--- src/rtl/ps_rr_multi_pkg.sv ---
// Shared defaults and helpers for the ps_rr_multi round-robin multi-grant selector.
// Rotations and encoding use a fixed MAX_BITS container so every instance size can share them.
package ps_rr_multi_pkg;

    localparam int DEF_NUM_BITS = 16;
    localparam int DEF_NUM_GNT  = 2;
    localparam int MAX_BITS     = 64;
    localparam int IDX_W        = 6;

    // Result bit i comes from v[(i+sh) mod n], so the result's bit 0 is v[sh].
    function automatic logic [MAX_BITS-1:0] rot_right(input logic [MAX_BITS-1:0] v,
                                                      input logic [IDX_W-1:0]    sh,
                                                      input int                  n);
        logic [MAX_BITS-1:0] r;
        logic [IDX_W-1:0]    idx;
        r   = {MAX_BITS{1'b0}};
        idx = {IDX_W{1'b0}};
        for (int i = 0; i < MAX_BITS; i++) begin
            idx  = IDX_W'((i + int'(sh)) % n);
            r[i] = (i < n) ? v[idx] : 1'b0;
        end
        return r;
    endfunction

    function automatic logic [MAX_BITS-1:0] rot_left(input logic [MAX_BITS-1:0] v,
                                                     input logic [IDX_W-1:0]    sh,
                                                     input int                  n);
        logic [MAX_BITS-1:0] r;
        logic [IDX_W-1:0]    idx;
        r   = {MAX_BITS{1'b0}};
        idx = {IDX_W{1'b0}};
        for (int i = 0; i < MAX_BITS; i++) begin
            idx  = IDX_W'((i - int'(sh) + n) % n);
            r[i] = (i < n) ? v[idx] : 1'b0;
        end
        return r;
    endfunction

    function automatic logic [IDX_W-1:0] onehot_to_idx(input logic [MAX_BITS-1:0] v);
        logic [IDX_W-1:0] idx;
        idx = {IDX_W{1'b0}};
        for (int i = 0; i < MAX_BITS; i++) begin
            idx = idx | (v[i] ? IDX_W'(i) : {IDX_W{1'b0}});
        end
        return idx;
    endfunction

endpackage

--- src/rtl/ps_rr_multi_if.sv ---
// Request/grant bundle between a requester array and the ps_rr_multi selector.
interface ps_rr_multi_if #(
    parameter int NUM_BITS = 16,
    parameter int NUM_GNT  = 2,
    parameter int PTR_W    = $clog2(NUM_BITS)
);
    localparam int CNT_W = $clog2(NUM_GNT + 1);

    logic                               en;
    logic                               stall;
    logic [NUM_BITS-1:0]                req;
    logic                               req_up;
    logic [NUM_GNT-1:0][NUM_BITS-1:0]   gnt;
    logic [NUM_GNT-1:0]                 gnt_vld;
    logic [CNT_W-1:0]                   gnt_cnt;
    logic [PTR_W-1:0]                   ptr;

    modport master (output en, stall, req, input req_up, gnt, gnt_vld, gnt_cnt, ptr);
    modport slave  (input en, stall, req, output req_up, gnt, gnt_vld, gnt_cnt, ptr);
endinterface

--- src/rtl/ps_rr_multi_rot_sel.sv ---
// Combinational multi-grant picker: rotate req so ptr sits at bit 0, peel off the
// lowest set bits one slot at a time, then rotate each pick back.
module ps_rr_multi_rot_sel
    import ps_rr_multi_pkg::*;
#(
    parameter int NUM_BITS = DEF_NUM_BITS,
    parameter int NUM_GNT  = DEF_NUM_GNT,
    parameter int PTR_W    = $clog2(NUM_BITS)
) (
    input  logic [NUM_BITS-1:0]              req,
    input  logic [PTR_W-1:0]                 ptr,
    output logic [NUM_GNT-1:0][NUM_BITS-1:0] gnt,
    output logic [NUM_GNT-1:0]               vld,
    output logic [PTR_W-1:0]                 last_idx
);

    logic [NUM_BITS-1:0]              rot_req_s;
    logic [NUM_BITS-1:0]              rem_s;
    logic [NUM_GNT-1:0][NUM_BITS-1:0] pick_s;
    logic [PTR_W-1:0]                 last_rot_s;

    // Align the search start with bit 0.
    always_comb begin
        rot_req_s = NUM_BITS'(rot_right(MAX_BITS'(req), IDX_W'(ptr), NUM_BITS));
    end

    // Cascaded lowest-set-bit pick; each slot masks out what earlier slots took.
    always_comb begin
        rem_s      = rot_req_s;
        pick_s     = '0;
        vld        = '0;
        last_rot_s = '0;
        for (int k = 0; k < NUM_GNT; k++) begin
            pick_s[k]  = rem_s & (~rem_s + NUM_BITS'(1));
            rem_s      = rem_s & ~pick_s[k];
            vld[k]     = |pick_s[k];
            last_rot_s = vld[k] ? PTR_W'(onehot_to_idx(MAX_BITS'(pick_s[k]))) : last_rot_s;
        end
    end

    // Undo the rotation for the grants and the last-granted position.
    always_comb begin
        gnt = '0;
        for (int k = 0; k < NUM_GNT; k++) begin
            gnt[k] = NUM_BITS'(rot_left(MAX_BITS'(pick_s[k]), IDX_W'(ptr), NUM_BITS));
        end
        last_idx = PTR_W'((int'(last_rot_s) + int'(ptr)) % NUM_BITS);
    end

endmodule

--- src/rtl/ps_rr_multi.sv ---
// Round-robin issue select granting up to NUM_GNT of NUM_BITS requests per cycle,
// with registered grants, stall freeze and a rotating priority pointer.
module ps_rr_multi
    import ps_rr_multi_pkg::*;
#(
    parameter int NUM_BITS = DEF_NUM_BITS,
    parameter int NUM_GNT  = DEF_NUM_GNT,
    parameter int PTR_W    = $clog2(NUM_BITS)
) (
    input  logic          clock,
    input  logic          reset,
    ps_rr_multi_if.slave  bus
);

    localparam int CNT_W = $clog2(NUM_GNT + 1);

    logic [NUM_GNT-1:0][NUM_BITS-1:0] sel_gnt_s;
    logic [NUM_GNT-1:0]               sel_vld_s;
    logic [PTR_W-1:0]                 sel_last_s;
    logic [CNT_W-1:0]                 sel_cnt_s;

    logic [NUM_GNT-1:0][NUM_BITS-1:0] gnt_s;
    logic [NUM_GNT-1:0]               vld_s;
    logic [CNT_W-1:0]                 cnt_s;
    logic [PTR_W-1:0]                 ptr_s;

    logic [NUM_GNT-1:0][NUM_BITS-1:0] gnt_r;
    logic [NUM_GNT-1:0]               vld_r;
    logic [CNT_W-1:0]                 cnt_r;
    logic [PTR_W-1:0]                 ptr_r;

    ps_rr_multi_rot_sel #(
        .NUM_BITS (NUM_BITS),
        .NUM_GNT  (NUM_GNT),
        .PTR_W    (PTR_W)
    ) u_rot_sel (
        .req      (bus.req),
        .ptr      (ptr_r),
        .gnt      (sel_gnt_s),
        .vld      (sel_vld_s),
        .last_idx (sel_last_s)
    );

    // Number of filled slots in the fresh selection.
    always_comb begin
        sel_cnt_s = '0;
        for (int k = 0; k < NUM_GNT; k++) begin
            sel_cnt_s = sel_cnt_s + CNT_W'(sel_vld_s[k]);
        end
    end

    // Stall freezes everything; idle or disabled clears grants but keeps the pointer.
    always_comb begin
        gnt_s = gnt_r;
        vld_s = vld_r;
        cnt_s = cnt_r;
        ptr_s = ptr_r;
        if (bus.stall) begin
            gnt_s = gnt_r;
            ptr_s = ptr_r;
        end else if (!bus.en || (bus.req == '0)) begin
            gnt_s = '0;
            vld_s = '0;
            cnt_s = '0;
        end else begin
            gnt_s = sel_gnt_s;
            vld_s = sel_vld_s;
            cnt_s = sel_cnt_s;
            ptr_s = PTR_W'((int'(sel_last_s) + 1) % NUM_BITS);
        end
    end

    // Grant and pointer registers.
    always_ff @(posedge clock or negedge reset) begin
        if (!reset) begin
            gnt_r <= '0;
            vld_r <= '0;
            cnt_r <= '0;
            ptr_r <= '0;
        end else begin
            gnt_r <= gnt_s;
            vld_r <= vld_s;
            cnt_r <= cnt_s;
            ptr_r <= ptr_s;
        end
    end

    assign bus.req_up  = bus.en & (|bus.req);
    assign bus.gnt     = gnt_r;
    assign bus.gnt_vld = vld_r;
    assign bus.gnt_cnt = cnt_r;
    assign bus.ptr     = ptr_r;

endmodule

--- src/flat_wrapper.sv ---
// flat-port wrapper written by rule: the top's interface ports become plain ports
module ps_rr_multi_flat import ps_rr_multi_pkg::*;
#(
    parameter int NUM_BITS = DEF_NUM_BITS,
    parameter int NUM_GNT  = DEF_NUM_GNT,
    parameter int PTR_W    = $clog2(NUM_BITS)
)
  (clock, reset, bus_en, bus_stall, bus_req, bus_req_up, bus_gnt, bus_gnt_vld, bus_gnt_cnt, bus_ptr);
  ps_rr_multi_if #(.NUM_BITS(NUM_BITS), .NUM_GNT(NUM_GNT), .PTR_W(PTR_W)) bus_i ();
  input  logic clock;
  input  logic reset;
  input wire logic [$bits(bus_i.en)-1:0] bus_en;
  input wire logic [$bits(bus_i.stall)-1:0] bus_stall;
  input wire logic [$bits(bus_i.req)-1:0] bus_req;
  output wire logic [$bits(bus_i.req_up)-1:0] bus_req_up;
  output wire logic [$bits(bus_i.gnt)-1:0] bus_gnt;
  output wire logic [$bits(bus_i.gnt_vld)-1:0] bus_gnt_vld;
  output wire logic [$bits(bus_i.gnt_cnt)-1:0] bus_gnt_cnt;
  output wire logic [$bits(bus_i.ptr)-1:0] bus_ptr;
  assign bus_i.en = bus_en;
  assign bus_i.stall = bus_stall;
  assign bus_i.req = bus_req;
  assign bus_req_up = bus_i.req_up;
  assign bus_gnt = bus_i.gnt;
  assign bus_gnt_vld = bus_i.gnt_vld;
  assign bus_gnt_cnt = bus_i.gnt_cnt;
  assign bus_ptr = bus_i.ptr;
  ps_rr_multi #(.NUM_BITS(NUM_BITS), .NUM_GNT(NUM_GNT), .PTR_W(PTR_W)) u_core (.clock(clock), .reset(reset), .bus(bus_i));
endmodule
--- config.mk ---
export PLATFORM = sky130hd
export DESIGN_NAME = ps_rr_multi_flat
export DESIGN_NICKNAME = d
export VERILOG_FILES = /design/src/rtl/ps_rr_multi_pkg.sv /design/src/rtl/ps_rr_multi_if.sv /design/src/rtl/ps_rr_multi_rot_sel.sv /design/src/rtl/ps_rr_multi.sv /design/src/flat_wrapper.sv
export SDC_FILE = /design/constraint.sdc
export NUM_CORES = 1
export LEC_CHECK = 0
export CAP_MARGIN = 20
export CORE_MARGIN = 1.5
export CORE_UTILIZATION = 29
export DETAILED_ROUTE_END_ITERATION = 8
export GPL_TIMING_DRIVEN = 0
export HOLD_SLACK_MARGIN = 0.15
export SLEW_MARGIN = 20
export SYNTH_ARGS = -nofsm -noshare
export SYNTH_HDL_FRONTEND = slang
export SYNTH_HIERARCHICAL = 1
export SYNTH_SLANG_ARGS = --single-unit
--- constraint.sdc ---
create_clock -name clock -period 9.9 [get_ports clock]
set_input_delay 2.97 -clock clock [delete_from_list [all_inputs] [get_ports clock]]
set_output_delay 2.97 -clock clock [all_outputs]
set_load 0.01 [all_outputs]
==> impl_metrics.tcl, run 1 <==
set metrics [dict create \
    critPathTopFamily "multiplexers" \
    cts_buffer_depth 2 \
    slowest_delay_ns 0.72 \
    initial_utilization_pct 29.4 \
    drtPass1Iterations 6 \
    synthTopCellsByCount "nand2_1 (92), mux2i_1 (59), nor2_1 (58)" \
    cts_tree "done" \
    wl_um 21600 \
    synth_area_per_cell_um2 8.31 \
    overflow 0 \
    status "finished clean" \
    critPathBufInv 1 \
    synth_top_cell_by_area "dfrtp_1" \
    rsz0062_at_grt "false" \
    path_class "input pin to register" \
    cp.required_ns 10.07 \
    grt_pass1_vias 5864 \
    netlist_instances 738 \
    worst_pin_slew_ns 1.04 \
    cp_common_cell "xnor2_1" \
    clk_latency_ns 0.29 \
    report.final.slew_viol_count 0 \
    synth_area_um2 6130 \
    clock_sinks 40 \
    design_area_um2 7280 \
    critPathSlowestCell "nor4_2" \
    antenna_cells 0 \
    end_kind "register" \
    postPlaceCellArea_um2 7090 \
    synth_top_area_share_pct 16.3 \
    ys_seq_area_share_pct 16.3 \
    rows 53 \
    dpl.hpwl_um 17100 \
    cts_made_buffers 5 \
    ios 61 \
    drv_cap 0 \
    vias 6245 \
    grt_max_degree 30 \
    hold_viol_final 0 \
    grt_pass1_wl_um 33600 \
    ys_ff_latch 40 \
    synth-edff-count 0 \
    grt_usage_pct 19.6 \
    core_area_um2 20900 \
    final_antenna_net_count 0 \
    h-tree-depth 2 \
    setup-violations-final 0 \
    wire_per_inst_um 20.0 \
    synth_area_leaders "dfrtp_1 (16%), mux4_2 (11%), mux2i_1 (9.6%)" \
    clk_pin_slew_ns 0.06 \
    die-area_um2 22000 \
    die_h_um 148 \
    hp-class "register to register" \
    relSlewSlack_pct 28.4 \
    worstSetupStartpointType "input pin" \
    initialDrtViolationCount 700 \
    timing.fmax_mhz 113 \
    post_cts_buffers 0 \
    antenna_found_initial 0 \
    period_share_pct 89.4 \
    crit_arrival_ns 9.02 \
    io_buffers 59 \
    syn2layout_area_growth_pct 18.6 \
    yosysMostFrequentCell "nand2_1" \
    setup_tns_ns 0 \
    ys_types 83 \
    vias_per_cell 5.78 \
    fillers 2217 \
    synthArstFlopShare_pct 100 \
    die_w_um 148 \
    place_congestion 0.972 \
    fin_nets 839 \
    root_buffer "clkbuf_16" \
    remaining_drc_errors 0 \
    syn_nets 772 \
    ctsHoldBuffers 0 \
    path_cells "clkdlybuf4s50_1, mux4_2, mux2i_1, mux2i_1, a2111oi_4, nand3_2, xnor2_1, nor4_2, nor3_1, o211ai_1, o21ai_0, ha_1, a21o_1, a21oi_1, xnor2_1, xnor2_1, xnor2_1, mux2_1" \
    cts_resized 0 \
    worstPathMaxFanout 7 \
    ys.flop_type "dfrtp_1" \
    fin_worst_skew_ns 0.00448 \
    period_minus_slack_ns 8.85 \
    layout-drive-gt1-share_pct 15.5 \
    yosys_warnings 6 \
]
==> layout make-up <==
class / instances / area, um^2 / area share [%]
inverters: 14 / 52.6 / 0.722
repair buffers: 60 / 606 / 8.32
clock inverters: 2 / 38.8 / 0.533
clock buffers: 6 / 139 / 1.91
multi-input cells: 632 / 4810 / 66.1
well taps: 275 / 344 / 4.73
flip-flops and latches: 40 / 1000 / 13.8
plain buffers: 52 / 283 / 3.89
==> through the flow <==
| stage | worst slack, ns | hold slack (ns) | std cells | util [%] |
|---|---|---|---|---|
| floorplan | 2.60 | 0.519 | 738 | - |
| global placement | 0.901 | 0.469 | 1072 | 33.8 |
| detailed placement | 0.911 | 0.469 | 1073 | 33.9 |
| CTS | 1.13 | 0.485 | 1081 | 34.8 |
| global route | 0.842 | 0.510 | 1081 | 34.8 |
| finish | 1.05 | 0.480 | 1081 | 34.8 |
==> sequential cells by signal, summed over array words and instances (netlist names) <==
register,count
u_core/bus.gnt,32
u_core/bus.gnt_vld,2
u_core/bus.ptr,4
u_core/bus.gnt_cnt,2
==> cell usage in the layout (no fill, tap or decap), types with 8 or more instances in the layout <==
cell type         n
o21ai_1          15
dfrtp_1          40
clkbuf_1         28
ha_1             13
xnor2_1          20
nor2_1           58
nor3_1           13
mux2i_1          59
clkdlybuf4s50_1  58
mux2_2           26
o21ai_2          11
nand2_1          92
a21oi_1          35
buf_2            12
o21ai_0          46
nand2b_1         43
o211ai_1         10
o22ai_1           8
nand3_1          21
a211oi_1          8
mux4_2           31
a31oi_1           8
inv_1            10
xor2_1            8
o31ai_1           8
==> final timing paths <==
path                                   start                     to  cells past startpoint  slack, ns
min in group asynchronous              reset  u_core/bus.gnt_vld[0]                      1       2.56
max in group asynchronous              reset     u_core/bus.gnt[30]                      2       6.89
max                               bus_req[8]      u_core/bus.ptr[3]                     18       1.05
min reg2reg                u_core/bus.gnt[3]      u_core/bus.gnt[3]                      2       0.48
max reg2reg                u_core/bus.ptr[0]      u_core/bus.ptr[3]                     28       1.37
min                        u_core/bus.gnt[3]      u_core/bus.gnt[3]                      2       0.48
==> routing by layer <==
layer / wire length (um) / vias to the layer above / global-route usage [%]
met5: 0 / - / 0
met3: 1640 / 37 / 3.99
met2: 9880 / 261 / 31.2
met1: 9560 / 3046 / 26.7
met4: 564 / 0 / 5.74
li1: - / 2901 / -
==> kinds of logic after synthesis <==
kind of cell / after synthesis / synth area share, %
adders and majority gates: 16 / 3.30
buffers and inverters: 66 / 5.47
DFF: 40 / 16.3
xor gates and xnor gates: 30 / 4.28
and+or+nand+nor: 268 / 21.6
AOI/OAI and AO/OA: 197 / 21.9
muxes: 121 / 27.2
==> worst reg2reg max path: cells and delay by family (launching register included) <==
| kind | cells | cell delay, ns |
|---|---|---|
| buffers and inverters | 10 | 2.70 |
| AOI/OAI and AO/OA | 7 | 1.64 |
| muxes | 4 | 1.41 |
| and+or+nand+nor | 2 | 1.10 |
| adders and majority gates | 2 | 0.67 |
| DFF | 1 | 0.44 |
| xor gates and xnor gates | 3 | 0.44 |
Power of run 1 is left out: the tool's default activity adds up to more than one toggle a clock period on the data nets, which glitch-free logic cannot reach.
==> inputs of run 2 (changes only) <==
--- a/config.mk
+++ b/config.mk
@@ -10,7 +10,7 @@
 export CORE_UTILIZATION = 29
 export DETAILED_ROUTE_END_ITERATION = 8
 export GPL_TIMING_DRIVEN = 0
-export HOLD_SLACK_MARGIN = 0.15
+export HOLD_SLACK_MARGIN = 0.08
 export SLEW_MARGIN = 20
 export SYNTH_ARGS = -nofsm -noshare
 export SYNTH_HDL_FRONTEND = slang
==> results of run 2 <==
Same layout as run 1: the final DEF is identical, and so are final timing and power.
Power of run 2 is left out for the same reason.
==> inputs of run 3 (changes only) <==
--- a/config.mk
+++ b/config.mk
@@ -11,6 +11,7 @@
 export DETAILED_ROUTE_END_ITERATION = 8
 export GPL_TIMING_DRIVEN = 0
 export HOLD_SLACK_MARGIN = 0.08
+export REMOVE_ABC_BUFFERS = 1
 export SLEW_MARGIN = 20
 export SYNTH_ARGS = -nofsm -noshare
 export SYNTH_HDL_FRONTEND = slang
==> impl_metrics.tcl, run 3 (synthesis gave the netlist of run 1 again) <==
set metrics [dict create \
    clk_pin_slew_ns 0.06 \
    dpl.hpwl_um 15100 \
    period_share_pct 90.6 \
    critPathTopFamily "simple AND/OR/NAND/NOR gates" \
    timing.fmax_mhz 112 \
    antenna_found_initial 0 \
    path_class "input pin to register" \
    cts_buffer_depth 2 \
    cp.required_ns 10.08 \
    hp-class "register to register" \
    fillers 2229 \
    cts_made_buffers 5 \
    grtUsageMet2_pct 29.2 \
    die_h_um 148 \
    whs_path_depth 2 \
    post_cts_buffers 0 \
    io_buffers 60 \
    h-tree-depth 2 \
    cp_common_cell "xnor2_1" \
    fin_worst_skew_ns 0.00735 \
    remaining_drc_errors 0 \
    end_kind "register" \
    grt_pass1_wl_um 31700 \
    worstReg2RegStart "u_core/bus.ptr[1]" \
    hold_viol_final 0 \
    fin_nets 794 \
    rows 53 \
    final_cell_mix "nand2_1 (92), clkdlybuf4s50_1 (58), nor2_1 (58)" \
    layout_commonest_cell "nand2_1" \
    min-delay-start "u_core/bus.gnt[7]" \
    largest_reg_flops 32 \
    clock_sinks 40 \
    period_minus_slack_ns 8.96 \
    met3_usage_pct 2.18 \
    overflow 0 \
    vias_per_cell 5.71 \
    die-area_um2 22000 \
    initialDrtViolationCount 575 \
    initial_utilization_pct 29.4 \
    worstSetupStartpointType "input pin" \
    report.final.slew_viol_count 0 \
    wire_per_inst_um 19.3 \
    relSlewSlack_pct 27.3 \
    r2r_setup_slack_ns 1.55 \
    final_antenna_net_count 0 \
    ctsHoldBuffers 0 \
    die_w_um 148 \
    critPathBufInv 1 \
    worst_r2r_path_depth 20 \
    grt_max_degree 39 \
    cts_resized 0 \
    setup-violations-final 0 \
    place_congestion 0.934 \
    hold_end "u_core/bus.gnt[7]" \
    critPathSlowestCell "nor4_2" \
    met1_usage_pct 25.2 \
    cts_tree "done" \
    wl_um 20000 \
    grt_usage_pct 18.3 \
    slowest_delay_ns 0.93 \
    whs_ns 0.481 \
    ios 61 \
    antenna_cells 0 \
    worstPathMaxFanout 11 \
    status "finished clean" \
    crit_arrival_ns 9.15 \
    drtPass1Iterations 5 \
    clk_latency_ns 0.30 \
    cp-startpoint "bus_req[10]" \
    root_buffer "clkbuf_16" \
    vias 5918 \
    drv_cap 0 \
    syn2layout_area_growth_pct 16.1 \
    layout-drive-gt1-share_pct 15.9 \
    r2r-end "u_core/bus.ptr[3]" \
    setup_tns_ns 0 \
    grt_pass1_vias 5597 \
    grt-busiest-layer "met2" \
    worst_pin_slew_ns 1.08 \
    path_cells "clkdlybuf4s50_1, mux4_2, mux2_2, mux2i_1, nand4_1, nor2_1, o221ai_2, nor4_2, nor3_1, o211ai_1, o21ai_0, ha_1, a21o_1, a21oi_1, xnor2_1, xnor2_1, xnor2_1, mux2_1" \
    rsz0062_at_grt "false" \
    core_area_um2 20900 \
]
[run 3: metrics by stage]
stage	utilization [%]	cell area, um^2	cells	worst slack, ns
floorplan	-	5850	686	1.94
global placement	32.5	6800	1021	-0.502
detailed placement	33.3	6950	1028	0.669
CTS	34.1	7120	1036	0.975
global route	34.1	7120	1036	0.698
finish	34.1	7120	1036	0.935
[run 3: worst max-delay path by stage]
stage                   endpoint  slack (ns)  depth (start not counted)
2_1_floorplan         bus_req_up        1.94                          3
3_3_place_gp   u_core/bus.ptr[3]       -0.50                         19
3_5_place_dp   u_core/bus.ptr[3]        0.67                         18
4_1_cts        u_core/bus.ptr[3]        0.98                         18
5_1_grt        u_core/bus.ptr[3]        0.70                         18
6_report       u_core/bus.ptr[3]        0.94                         18
[run 3: per-layer routing]
layer  wire length (um)  up-vias  part of all wire [%]
met5                  0        -                     0
met4                616        0                   3.1
met3               1030       31                   5.2
met2               9240      189                    46
met1               9070     2892                    45
li1                   -     2806                     -
[run 3: area by class of cell]
cell class	instances	area (um^2)	area share, %
Multi-Input combinational cell	632	4830	67.8
Timing Repair Buffer	67	712	10.0
Inverter	14	52.6	0.738
Clock buffer	5	125	1.76
Clock inverter	3	47.5	0.668
Sequential cell	40	1010	14.2
Tap cell	275	344	4.83
[run 3: worst reg2reg max path, stage by stage, from the launching register on]
cell and delay [ns]:
dfrtp_2 0.71, buf_16 0.24, clkinv_1 0.61, ha_2 1.15, mux4_2 0.50, mux2_4 0.32
mux2i_4 0.30, nand4_1 0.56, nor2_1 0.41, o221ai_2 0.17, nor4_2 0.93, nor3_1 0.27
o211ai_1 0.31, o21ai_0 0.31, ha_1 0.36, a21o_1 0.17, a21oi_1 0.17, xnor2_1 0.09
xnor2_1 0.25, xnor2_1 0.09, mux2_1 0.29
Power of run 3 is left out for the same reason.
